`src/rtl/br_encode_pkg.sv`:
```
// Shared branch-encoding definitions: kind codes, opcodes and offset field selectors.
package br_encode_pkg;

  typedef enum logic [2:0] {
    BRK_B    = 3'd0,
    BRK_BL   = 3'd1,
    BRK_BEQ  = 3'd2,
    BRK_BNE  = 3'd3,
    BRK_BLT  = 3'd4,
    BRK_BGE  = 3'd5,
    BRK_BLTU = 3'd6,
    BRK_BGEU = 3'd7
  } br_kind_e;

  // Same selector codes the decode side uses for offset extraction.
  typedef enum logic {
    OFFS_16_SEXT = 1'b0,
    OFFS_26_SEXT = 1'b1
  } offs_fmt_e;

  localparam logic [5:0] OP_B   = 6'b010100;
  localparam logic [5:0] OP_BL  = 6'b010101;
  localparam logic [5:0] OP_BEQ = 6'b010110;

  function automatic logic [5:0] br_opcode(input br_kind_e k);
    case (k)
      BRK_B:   br_opcode = OP_B;
      BRK_BL:  br_opcode = OP_BL;
      default: br_opcode = OP_BEQ + {3'b000, k} - 6'd2;
    endcase
  endfunction

  function automatic offs_fmt_e br_fmt(input br_kind_e k);
    br_fmt = (k == BRK_B || k == BRK_BL) ? OFFS_26_SEXT : OFFS_16_SEXT;
  endfunction

endpackage

```
`src/rtl/br_encode_if.sv`:
```
// Request/response bundle for the branch encoder.
interface br_encode_if;
  logic        in_valid;
  logic        in_ready;
  logic [2:0]  in_kind;
  logic [31:0] in_pc;
  logic [31:0] in_target;
  logic [4:0]  in_rj;
  logic [4:0]  in_rd;
  logic        out_valid;
  logic        out_ready;
  logic [31:0] out_instr;
  logic        out_err_align;
  logic        out_err_range;

  modport master (
    output in_valid, in_kind, in_pc, in_target, in_rj, in_rd, out_ready,
    input  in_ready, out_valid, out_instr, out_err_align, out_err_range
  );

  modport slave (
    input  in_valid, in_kind, in_pc, in_target, in_rj, in_rd, out_ready,
    output in_ready, out_valid, out_instr, out_err_align, out_err_range
  );
endinterface

```
`src/rtl/br_offs_pack.sv`:
```
// Packs a word offset into the I16 or I26 branch field layout and flags out-of-range offsets.
module br_offs_pack
  import br_encode_pkg::*;
(
  input  logic [29:0] woff,
  input  offs_fmt_e   fmt,
  input  logic [5:0]  opcode,
  input  logic [4:0]  rj,
  input  logic [4:0]  rd,
  output logic [31:0] instr,
  output logic        err_range
);

  always_comb begin
    instr     = {opcode, woff[15:0], 10'b0};
    err_range = 1'b0;
    if (fmt == OFFS_26_SEXT) begin
      err_range  = woff[29:25] != {5{woff[25]}};
      instr[9:0] = woff[25:16];
    end else begin
      err_range  = woff[29:15] != {15{woff[15]}};
      instr[9:5] = rj;
      instr[4:0] = rd;
    end
  end

endmodule

```
`src/rtl/br_encode.sv`:
```
// Two-stage valid/ready pipeline producing a LoongArch branch instruction word.
module br_encode
  import br_encode_pkg::*;
(
  input  logic        clk,
  input  logic        rst,
  br_encode_if.slave  bus
);

  logic        s1_valid;
  br_kind_e    s1_kind;
  logic [4:0]  s1_rj;
  logic [4:0]  s1_rd;
  logic [31:0] s1_diff;

  logic        s2_valid;
  logic [31:0] s2_instr;
  logic        s2_err_align;
  logic        s2_err_range;

  logic        s2_ready;
  logic        in_ready;
  logic [31:0] pack_instr;
  logic        pack_err_range;
  logic        err_align;

  assign s2_ready  = !s2_valid || bus.out_ready;
  assign in_ready  = !s1_valid || s2_ready;
  assign err_align = s1_diff[1:0] != 2'b00;

  br_offs_pack u_pack (
    .woff      (s1_diff[31:2]),
    .fmt       (br_fmt(s1_kind)),
    .opcode    (br_opcode(s1_kind)),
    .rj        (s1_rj),
    .rd        (s1_rd),
    .instr     (pack_instr),
    .err_range (pack_err_range)
  );

  always_ff @(posedge clk) begin
    if (rst) begin
      s1_valid <= 1'b0;
      s1_kind  <= BRK_B;
      s1_rj    <= '0;
      s1_rd    <= '0;
      s1_diff  <= '0;
    end else if (in_ready) begin
      s1_valid <= bus.in_valid;
      s1_kind  <= br_kind_e'(bus.in_kind);
      s1_rj    <= bus.in_rj;
      s1_rd    <= bus.in_rd;
      s1_diff  <= bus.in_target - bus.in_pc;
    end
  end

  always_ff @(posedge clk) begin
    if (rst) begin
      s2_valid     <= 1'b0;
      s2_instr     <= '0;
      s2_err_align <= 1'b0;
      s2_err_range <= 1'b0;
    end else if (s2_ready) begin
      s2_valid     <= s1_valid;
      s2_instr     <= (err_align || pack_err_range) ? '0 : pack_instr;
      s2_err_align <= err_align;
      s2_err_range <= pack_err_range;
    end
  end

  assign bus.in_ready      = in_ready;
  assign bus.out_valid     = s2_valid;
  assign bus.out_instr     = s2_instr;
  assign bus.out_err_align = s2_err_align;
  assign bus.out_err_range = s2_err_range;

endmodule

```
`src/flat_wrapper.sv`:
```
// flat-port wrapper written by rule: the top's interface ports become plain ports
module br_encode_flat import br_encode_pkg::*;
  (clk, rst, bus_in_valid, bus_in_kind, bus_in_pc, bus_in_target, bus_in_rj, bus_in_rd, bus_out_ready, bus_in_ready, bus_out_valid, bus_out_instr, bus_out_err_align, bus_out_err_range);
  br_encode_if bus_i ();
  input  logic clk;
  input  logic rst;
  input wire logic [$bits(bus_i.in_valid)-1:0] bus_in_valid;
  input wire logic [$bits(bus_i.in_kind)-1:0] bus_in_kind;
  input wire logic [$bits(bus_i.in_pc)-1:0] bus_in_pc;
  input wire logic [$bits(bus_i.in_target)-1:0] bus_in_target;
  input wire logic [$bits(bus_i.in_rj)-1:0] bus_in_rj;
  input wire logic [$bits(bus_i.in_rd)-1:0] bus_in_rd;
  input wire logic [$bits(bus_i.out_ready)-1:0] bus_out_ready;
  output wire logic [$bits(bus_i.in_ready)-1:0] bus_in_ready;
  output wire logic [$bits(bus_i.out_valid)-1:0] bus_out_valid;
  output wire logic [$bits(bus_i.out_instr)-1:0] bus_out_instr;
  output wire logic [$bits(bus_i.out_err_align)-1:0] bus_out_err_align;
  output wire logic [$bits(bus_i.out_err_range)-1:0] bus_out_err_range;
  assign bus_i.in_valid = bus_in_valid;
  assign bus_i.in_kind = bus_in_kind;
  assign bus_i.in_pc = bus_in_pc;
  assign bus_i.in_target = bus_in_target;
  assign bus_i.in_rj = bus_in_rj;
  assign bus_i.in_rd = bus_in_rd;
  assign bus_i.out_ready = bus_out_ready;
  assign bus_in_ready = bus_i.in_ready;
  assign bus_out_valid = bus_i.out_valid;
  assign bus_out_instr = bus_i.out_instr;
  assign bus_out_err_align = bus_i.out_err_align;
  assign bus_out_err_range = bus_i.out_err_range;
  br_encode u_core (.clk(clk), .rst(rst), .bus(bus_i));
endmodule
```
`config.mk`:
```
export PLATFORM = sky130hd
export DESIGN_NAME = br_encode_flat
export DESIGN_NICKNAME = d
export VERILOG_FILES = /design/src/rtl/br_encode_pkg.sv /design/src/rtl/br_encode_if.sv /design/src/rtl/br_offs_pack.sv /design/src/rtl/br_encode.sv /design/src/flat_wrapper.sv
export SDC_FILE = /design/constraint.sdc
export NUM_CORES = 1
export LEC_CHECK = 0
export CORE_UTILIZATION = 45
export DETAILED_ROUTE_END_ITERATION = 10
export GPL_TIMING_DRIVEN = 0
export PLACE_DENSITY = 0.77
export SLEW_MARGIN = 20
export SYNTH_ARGS = -nofsm -noshare
export SYNTH_HDL_FRONTEND = slang
export SYNTH_SLANG_ARGS = --single-unit
```
`constraint.sdc`:
```
create_clock -name clk -period 2.8 [get_ports clk]
set_input_delay 0.84 -clock clk [delete_from_list [all_inputs] [get_ports clk]]
set_output_delay 0.84 -clock clk [all_outputs]
set_load 0.02 [all_outputs]
```
# Word-level counts from Yosys, hierarchy flattened

Cells that the tools add are included.

Add/sub/neg operators: 3
Multiply operators: 0
Divide/modulo/power cells: 0
Magnitude comparators: 0
Eq/ne operators: 3
Shift operators: 0
Mux-type cells: 5
Bitwise gates (word level): 0
Reductions and logical operators: 8

Operator list:

| operator              | number |
|---|---|
| $mux W32              | 1 |
| $sub A32 B32 Y32      | 1 |
| $ne A14 B14 Y1        | 1 |
| $pmux W6 S2           | 1 |
| $mux W10              | 1 |
| $add A5 B3 Y6 const A | 1 |
| $sub A6 B2 Y6 const B | 1 |
| $logic_or A1 B1 Y1    | 4 |
| $ne A4 B4 Y1          | 1 |
| $eq A3 B1 Y1 const B  | 1 |
| $logic_not A3 Y1      | 1 |
| $logic_not A1 Y1      | 2 |
| $mux W1               | 2 |
| $reduce_bool A2 Y1    | 1 |

Register bits after elaboration: 81
Latch bits: 0
Memory bits (writable): 0
ROM bits: 0
Input port bits: 81
Output and inout bits: 36
Memories kept: 0

# Depth between registers and ports, before layout

Gate-level depths: netlist of run 1.

Word-level depth: 6
Gate-level depth with buffers: 11

# Cells and area by module

From an unflattened synthesis of run 1, not the netlist that was laid out.

Cell total of the unflattened synthesis: 656
Area, all modules: 5103.6 µm²

Modules (own cells, without submodules):

| module       | instances | cells each | area each (µm²) |
|---|---|---|---|
| br_encode    | 1         | 607        | 4723.3 |
| br_offs_pack | 1         | 49         | 380.4 |

# Least setup slack after synthesis of run 1

No wires, ideal clock.

Path kind: in2reg
Start: in bus_in_target[0]
End: reg u_core.s1_diff[28]
Arrival time: 2.804 ns
Setup slack: -0.121 ns
Cell stages on the path: 11
Path buffers: 0
Path through: inv_1 ha_1 fa_1 nand2b_1 a21oi_1 o311a_1 o211ai_4 a31oi_1 o32ai_2 xnor2_1 a22o_1

Cells in the longest elaborated chain, start to end: 1

RTL lines:

| what                   | line               | text |
|---|---|---|
| start: declaration     | flat_wrapper.sv:10 | `input wire logic [$bits(bus_i.in_target)-1:0] bus_in_target;` |
| $sub A32 B32 Y32       | br_encode.sv:53    | `s1_diff <= bus.in_target - bus.in_pc;` |
| end signal: assignment | br_encode.sv:53    |  |
| end: declaration       | br_encode.sv:14    | `logic [31:0] s1_diff;` |

Every way passes these cells.
A chain may end at the register's enable or synchronous reset.

# Final worst setup path of run 1

Start: in bus_in_target[3]
End: reg u_core.s1_diff[12]

Same word-level chain as after synthesis.

==> metrics.txt, run 1 <==
RSZ-0062 raised after global routing true; area of the die 10,700 µm²; Placed Cells 832; row cnt 36; Slew Viols, Final 0; flops & latches, synth 80; # DRC 0; YS warnings 0; non-filler cells, final 868; mean area per synthesized cell 7.96 µm²; Port-buffer cells 115; switching power 1.02 mW; Syn Inst Count 584; largest area contributor in the netlist dfxtp_1; total number of vias 4,876; Async S/R FF share, synth 0%; final setup violation count 0; Post-DRT Antenna Nets 0; Tcrit/Tclk final 98.6%; num ports 117; final hold slack 0.453 ns; Setup crit start kind primary input; die width about 100 µm; top cell types by occurrence after synthesis 80 x dfxtp_1, 74 x nor2_1, 63 x nand2_1, 61 x a21oi_1, 37 x inv_1; Routed WL approximately 14,000 µm; DP Worst Slack -1.42 ns; Crit. End Element register; Worst-path clk slew 0.08 ns; clk_lat worst skew 0.36 ns; Storage cell area 1600 µm²; fillers roughly 770; post-synthesis cell area 4650 µm²; global route overflow 0; Setup CP Type in2reg; post-synth net total 697; antenna cells 0; Min Clock Period, post-route 2.76 ns; GR Util All Layers between 20 and 30%; CTS buffer count 9; Worst EP arrival approximately 3.1 ns; first-pass GRT wire length between 20,000 and 25,000 µm; Max VDD drop 0.258 mV; Routability Congestion around 0.84; register area share after synthesis around 34%; Flop pwr share 39.4%; share of cells above drive strength 1 between 20% and 30%; critical path data required time a little over 3 ns; TritonCTS Sinks 80; number of global-route vias before repair 4,655; combinational power share about a third; core area around 9900 µm²; Clk network pwr share 28.6%; Synth top area share about a third; CTS tree yes; Max clock buf depth 2; fmax ~360 MHz; Setup WS post-layout ~0.04 ns; pin count of the biggest net entering global routing 14; nets@finish about 840; drt first-iter violations roughly 300; Leakage roughly 2.8 nW; Root Buffer clkbuf_8; post-DP HPWL 9920 µm; TritonRoute pass-1 iters 5; Final Util between 70% and 80%; initial antenna violation count 0; die height 104 µm; Max-Cap Viols 0; top_reg_cell synth dfxtp_1; synth top area cells dfxtp_1 34%, ha_1 8.3%, a21oi_1 6.6%; Slew Limit Headroom 59.5%; top-count cell post-synth dfxtp_1; Initial Utilization 46.9%; vias per cell about 5.6; PD cells ~470 nW/µm²; endpoints failing hold 0; number of flops mapped to enable cells by yosys 0; H-tree levels 3; Synth cell types 52; setup TNS 0 ns; status finished, final reports clean; Clock Skew about 0.013 ns; Pint 2.28 mW; CP max FO 3; worst min-delay path class reg2reg; area occupied by multi-input gates 3350 µm²; Area growth syn-to-layout 49.8%; slew at the pin closest to its max-slew limit 0.608 ns; switch share between 30% and 40%; Routed wire per std cell 16.7 µm
==> cells by family after synthesis <==
family,Yosys count,synth area share (%)
other cells,1,0.0807
mux,11,2.64
compound gates,177,26.0
fa+ha+maj,32,8.78
xor+xnor,25,4.71
buf+inv,74,6.19
flops,80,34.5
simple gates,184,17.1
==> registers in the layout, summed over array words and instances (netlist names) <==
| register | count |
|---|---|
| u_core.bus.out_instr | 31 |
| u_core.bus.out_valid | 1 |
| u_core.s1_rd | 5 |
| u_core.s1_rj | 5 |
| u_core.s1_kind | 3 |
| u_core.s1_diff | 32 |
| u_core.bus.out_err_range | 1 |
| u_core.s1_valid | 1 |
| u_core.bus.out_err_align | 1 |
==> metal layers <==
metal	vias to the layer above	global-route usage (%)	share of wire [%]
li1	2345	-	-
met1	2258	31.6	42
met2	231	44.2	48
met3	42	3.59	6.8
met4	0	11.8	3.3
met5	-	0	0
==> power by group through the flow <==
stage                     Clock (mW)  Sequential [mW]  Combinational [mW]
after CTS                      0.942             1.30               0.936
after global routing           0.988             1.31                1.14
after floorplan                    0             1.32               0.545
final                          0.943             1.30                1.06
after detailed placement           0             1.32               0.837
after global placement             0             1.32               0.822
==> worst max-delay path: stages <==
cell             delay, ns
clkdlybuf4s15_1       0.20
ha_4                  0.23
o211ai_1              0.27
a21oi_4               0.06
or3_1                 0.42
a311o_1               0.38
a21oi_1               0.18
xnor2_1               0.21
nand2_1               0.09
a21oi_1               0.16
==> cell usage in the layout (no fill, tap or decap), types with 4 or more instances in the layout <==
cell type / count
a211oi_1: 13
a21o_1: 13
a21oi_1: 47
a21oi_2: 8
a21oi_4: 6
a22o_1: 6
a22oi_1: 30
a31oi_1: 5
and2_1: 4
buf_1: 4
buf_4: 29
buf_6: 4
clkbuf_1: 21
clkbuf_2: 4
clkbuf_8: 12
clkdlybuf4s15_1: 5
clkdlybuf4s50_1: 85
dfxtp_1: 80
dlygate4sd2_1: 13
dlymetal6s2s_1: 4
ha_1: 8
ha_4: 21
inv_1: 22
inv_2: 15
mux2_2: 10
nand2_1: 62
nand3_1: 4
nand4_1: 8
nor2_1: 71
nor2b_1: 5
nor3_1: 7
o21a_1: 9
o21ai_0: 7
o21ai_2: 4
xnor2_1: 15
xor2_1: 9
==> area by class of cell <==
cell class              count  area share (%)
repair buffers            145            19.4
inverters                  37            2.00
plain buffers              27            1.96
well taps                 133            2.39
clock buffers              12            2.09
flip-flops and latches     80            23.0
multi-input cells         430            48.1
clock inverters             4            1.10
==> worst paths after layout <==
| check | from | to | slack [ns] | cells after the start |
|---|---|---|---|---|
| worst min-delay path | u_core.s1_rd[3] | u_core.s1_rd[3] | 0.45 | 2 |
| worst min register to register | u_core.s1_rd[3] | u_core.s1_rd[3] | 0.45 | 2 |
| worst max register to register | u_core.s1_diff[27] | u_core.bus.out_instr[26] | 0.43 | 9 |
| worst max-delay path | bus_in_target[3] | u_core.s1_diff[12] | 0.04 | 10 |
==> through the flow <==
stage,area (µm²),power [mW]
global route,6960,3.43
detailed placement,6060,2.16
floorplan,4750,1.86
CTS,6660,3.17
finish,6960,3.30
global placement,6060,2.14
==> repair_timing <==
item	in CTS	in global routing
setup endpoints to repair	30	18
hold buffers	0	0
cloned	0	0
resized for setup	102	73
buffers inserted	23	8
pin swaps	38	40
Note: power is estimated with default switching activity, not from simulation.
==> run 2: changes to the inputs <==
--- a/config.mk
+++ b/config.mk
@@ -5,10 +5,12 @@
 export SDC_FILE = /design/constraint.sdc
 export NUM_CORES = 1
 export LEC_CHECK = 0
-export CORE_UTILIZATION = 45
+export CAP_MARGIN = 30
+export CORE_ASPECT_RATIO = 0.7
+export CORE_UTILIZATION = 50
 export DETAILED_ROUTE_END_ITERATION = 10
 export GPL_TIMING_DRIVEN = 0
-export PLACE_DENSITY = 0.77
+export PLACE_DENSITY = 0.81
 export SLEW_MARGIN = 20
 export SYNTH_ARGS = -nofsm -noshare
 export SYNTH_HDL_FRONTEND = slang
==> constraint.sdc (replaced) <==
create_clock -name clk -period 3.3 [get_ports clk]
set_input_delay 0.99 -clock clk [delete_from_list [all_inputs] [get_ports clk]]
set_output_delay 0.99 -clock clk [all_outputs]
set_load 0.02 [all_outputs]
==> metrics.txt, run 2 (synthesis gave the netlist of run 1 again) <==
critical path data required time 3.57 ns; setup TNS 0 ns; TritonRoute pass-1 iters 6; antenna cells 0; total power 3.11 mW; vias per cell 5.74; CTS buffer count 9; Post-DRT Antenna Nets 0; Worst-path clk slew 0.06 ns; Clk network pwr share 39.4%; slew at the pin closest to its max-slew limit 0.586 ns; GR Util All Layers 27.4%; Leakage 2.78 nW; Max VDD drop 0.291 mV; CP peak stage delay 0.45 ns; first-pass GRT wire length between 20,000 and 25,000 µm; Setup crit start kind primary input; non-filler cells, final 848; Port-buffer cells 115; Routed wire per std cell 16.5 µm; switching power 0.874 mW; most frequent cells in the layout 105 x clkdlybuf4s50_1, 80 x dfxtp_1, 72 x nor2_1; Tcrit/Tclk final approximately 99%; combinational power share 24.9%; hold-fix buffer count after cts 0; initial antenna violation count 0; CP cell instances clkdlybuf4s50_1, inv_1, ha_2, buf_2, nand4_1, nor2_2, o311a_4, o211ai_4, a31oi_4, buf_4, xor2_2, nand2_1, a21oi_1; # DRC 0; Clock Skew 0.00575 ns; endpoints failing hold 0; die height 82.7 µm; worst min-delay path class reg2reg; fmax 305 MHz; Setup WS post-layout around 0.018 ns; Max-Cap Viols 0; Pint approximately 2.2 mW; leading cell type in the layout, fill and taps excluded clkdlybuf4s50_1; clk_lat worst skew 0.34 ns; RSZ-0062 raised after global routing true; switch share approximately 28%; Setup CP Type in2reg; Crit. End Element register; post-DP HPWL 10,000 µm; number of global-route vias before repair 4,381; status finished, final reports clean; num ports 117; Placed Cells 823; Area after DPL 5950 µm²; Root Buffer clkbuf_16; area of the die about 9700 µm²; pin count of the biggest net entering global routing 15; nets@finish 832; core area 9030 µm²; row cnt 29; Routability Congestion between 0.9 and 1; register bank with the most flops u_core.s1_diff; Min Clock Period, post-route 3.28 ns; Routed WL 14,000 µm; drt first-iter violations 412; Max clock buf depth 2; H-tree levels 3; Slew Viols, Final 0; Slew Limit Headroom 60.9%; total number of vias a little under 5,000; Flop pwr share 35.7%; CP max FO 9; share of cells above drive strength 1 11.6%; TritonCTS Sinks 80; die width 117 µm; max reg flops 32; global route overflow 0; Final Instance Area ~6600 µm²; CTS tree yes; final setup violation count 0; PD cells roughly 470 nW/µm²; Initial Utilization 51.4%; DP Worst Slack -1.24 ns; Worst EP arrival 3.55 ns; Worst path slowest cell clkdlybuf4s50_1; Area growth syn-to-layout 42.8%
-- run 2: cell count changes in the layout (fill, tap and decap cells not counted), sizes merged --
cell / change
dlygate4sd2: -13
bufinv: +2
clkdlybuf4s15: -4
clkinv: +2
clkinvlp: -1
buf: -16
dlymetal6s2s: +5
clkbuf: -6
clkdlybuf4s50: +20
-- run 2: worst max-delay path: cells and delay by family --
family                     cells  cell delay (ns)
and+or+nand+nor                3             0.48
buffers and inverters          4             0.86
xor gates and xnor gates       1             0.16
AOI/OAI and AO/OA              4             0.78
adders and majority gates      1             0.29
-- run 2: power by group through the flow --
stage | Sequential [mW] | Clock [mW] | Combinational [mW]
5_1_grt | 1.12 | 1.27 | 0.833
4_1_cts | 1.11 | 1.23 | 0.721
2_1_floorplan | 1.12 | 0 | 0.440
6_report | 1.11 | 1.22 | 0.775
3_5_place_dp | 1.13 | 0 | 0.685
3_3_place_gp | 1.12 | 0 | 0.668
-- run 2: metal layers --
metal	global-route usage (%)	vias up	share of wire [%]
met5	0	-	0
met4	10.3	0	2.5
met3	5.47	32	7.8
met2	47.2	243	47
met1	34.0	2259	43
li1	-	2333	-
-- run 2: timing repair --
item,4_1_cts,5_1_grt
pin swaps,14,21
endpoints found under the setup margin,15,16
buffers inserted,4,10
resized for setup,26,33
-- run 2: per-stage QoR --
stage          utilization (%)  hold WS (ns)
4_1_cts                   71.3         0.456
6_report                  73.4         0.456
3_5_place_dp              65.9         0.444
5_1_grt                   73.4         0.473
3_3_place_gp              65.9         0.436
2_1_floorplan                -         0.429
-- run 2: worst paths after layout --
check / from / endpoint / slack [ns] / cells after the start
max: bus_in_pc[8] / u_core.s1_diff[20] / 0.02 / 13
min: u_core.s1_rj[1] / u_core.s1_rj[1] / 0.46 / 2
max reg2reg: u_core.s1_diff[27] / u_core.bus.out_instr[28] / 0.96 / 9
min reg2reg: u_core.s1_rj[1] / u_core.s1_rj[1] / 0.46 / 2
-- run 2: area by class of cell --
type	count	area [µm²]
sequential	80	1600
clock buffer	9	225
timing repair buffer	129	1280
buffer	32	145
inverter	37	141
tap	124	155
multi-input combinational	430	2940
clock inverter	7	143
fill	660	2400
==> run 3: changes to the inputs <==
--- a/config.mk
+++ b/config.mk
@@ -7,6 +7,7 @@
 export LEC_CHECK = 0
 export CAP_MARGIN = 30
 export CORE_ASPECT_RATIO = 0.7
+export CORE_MARGIN = 2
 export CORE_UTILIZATION = 50
 export DETAILED_ROUTE_END_ITERATION = 10
 export GPL_TIMING_DRIVEN = 0
==> metrics.txt, run 3 (synthesis gave the netlist of run 1 again) <==
Final Instance Area 6580 µm²; endpoints failing hold 0; # DRC 0; Worst path slowest cell clkdlybuf4s50_1; total number of vias ~4,900; hold-fix buffer count after cts 0; delay-heaviest family, CP compound AO/OA/AOI/OAI gates; area of the die 10,100 µm²; PD cells 440 nW/µm²; Setup WS post-layout 0.0276 ns; Setup crit start kind primary input; Final Util 72.8%; row cnt 29; R2R setup slack about 0.95 ns; Worst EP arrival 3.50 ns; total power 2.89 mW; share of cells above drive strength 1 11.2%; most frequent cells in the layout 106 x clkdlybuf4s50_1, 80 x dfxtp_1, 72 x nor2_1; Initial Utilization 51.4%; Min Clock Period, post-route ~3.3 ns; fillers between 600 and 700; leading cell type in the layout, fill and taps excluded clkdlybuf4s50_1; Slew Limit Headroom 61.4%; num ports 117; Routability Congestion slightly above 0.9; Setup CP Type in2reg; H-tree levels 3; Post-DRT Antenna Nets 0; Storage cell area 1600 µm²; worst min-delay path class reg2reg; number of global-route vias before repair about 4,600; Area growth syn-to-layout 41.5%; TritonRoute pass-1 iters 6; Clock Skew 0.00429 ns; vias per cell 5.72; Worst-path clk slew about 0.05 ns; CP max FO 9; die width 119 µm; slew at the pin closest to its max-slew limit 0.577 ns; CTS tree yes; Area after DPL 5950 µm²; Root Buffer clkbuf_16; Leakage approximately 2.7 nW; Max clock buf depth 2; CTS buffer count 9; initial antenna violation count 0; pin count of the biggest net entering global routing 13; register bank with the most flops u_core.s1_diff; Slew Viols, Final 0; crit path buf inv count 3; post-DP HPWL 10,100 µm; clk_lat worst skew 0.34 ns; Max-Cap Viols 0; first-pass GRT wire length between 20,000 and 25,000 µm; Routed WL 14,000 µm; global route overflow 0; GR Util All Layers 26.9%; RSZ-0062 raised after global routing true; core area 9030 µm²; status finished, final reports clean; max reg flops 32; area occupied by multi-input gates 2960 µm²; die height approximately 85 µm; final setup violation count 0; drt first-iter violations around 330; TritonCTS Sinks 80; antenna cells 0; DP Worst Slack -1.22 ns; Crit. End Element register; Port-buffer cells 115; CP peak stage delay 0.45 ns; Routed wire per std cell 16.5 µm; Routed met1 length 6130 µm; met3 wire length 1020 µm; Tcrit/Tclk final 99.2%; Max VDD drop approximately 0.29 mV; CP cell instances clkdlybuf4s50_1, inv_1, ha_1, buf_2, nand4_1, nor2_2, o311a_4, o211ai_4, a31oi_4, o32ai_4, xnor2_1, a22o_1; critical path data required time 3.53 ns; top layer in use met4; met2 routed WL 6530 µm; nets@finish 832; fmax 306 MHz
-- run 3: cell types whose count changed in the layout (fill, tap and decap cells not counted), sizes merged --
cell           before  now
buf                24   26
bufinv              4    1
clkbuf             31   35
clkdlybuf4s15       1    0
clkdlybuf4s50     105  106
clkinv              2    0
clkinvlp            0    1
dlymetal6s2s        9    8
inv                38   37
-- run 3: repair_timing --
action / 4_1_cts / 5_1_grt
pin swaps: 7 / 23
resized for setup: 23 / 37
buffers inserted: 4 / 11
endpoints found under the setup margin: 15 / 17
-- run 3: layer usage --
layer	global-route usage, %	vias up
met4	7.14	0
met2	45.6	219
li1	-	2319
met3	5.84	30
met1	34.8	2283
met5	0	-
-- run 3: worst paths after layout --
kind | start | cells past startpoint | end
max | bus_in_pc[8] | 12 | u_core.s1_diff[28]
min | u_core.s1_rj[4] | 2 | u_core.s1_rj[4]
max reg2reg | u_core.s1_diff[27] | 9 | u_core.bus.out_instr[2]
min reg2reg | u_core.s1_rj[4] | 2 | u_core.s1_rj[4]
-- run 3: metrics by stage --
| stage | hold WS (ns) | setup TNS [ns] | std cells |
|---|---|---|---|
| 2_1_floorplan | 0.429 | 0 | 584 |
| 3_3_place_gp | 0.436 | -8.56 | 823 |
| 3_5_place_dp | 0.446 | -10.37 | 823 |
| 4_1_cts | 0.456 | 0 | 841 |
| 5_1_grt | 0.473 | -0.0722 | 848 |
| 6_report | 0.457 | 0 | 848 |
-- run 3: worst min-delay path: cells and delay by family, from the launching register on --
family           cells  cell delay [ns]
AND/OR/NAND/NOR      1             0.05
AO/OA/AOI/OAI        1             0.05
flip-flops           1             0.31
-- run 3: area by class of cell --
type	instances	share of cell area, %
buffer	31	2.15
clock buffer	14	4.01
clock inverter	2	0.571
inverter	37	2.15
multi-input combinational	430	45.0
sequential	80	24.4
tap	124	2.36
timing repair buffer	130	19.4
-- run 3: where the power goes --
part	internal (mW)	total [mW]	leakage [nW]	switching, mW
Clock	0.628	1.01	0.143	0.378
Combinational	0.377	0.778	1.94	0.401
Sequential	1.04	1.11	0.658	0.0640
Total	2.05	2.89	2.74	0.843
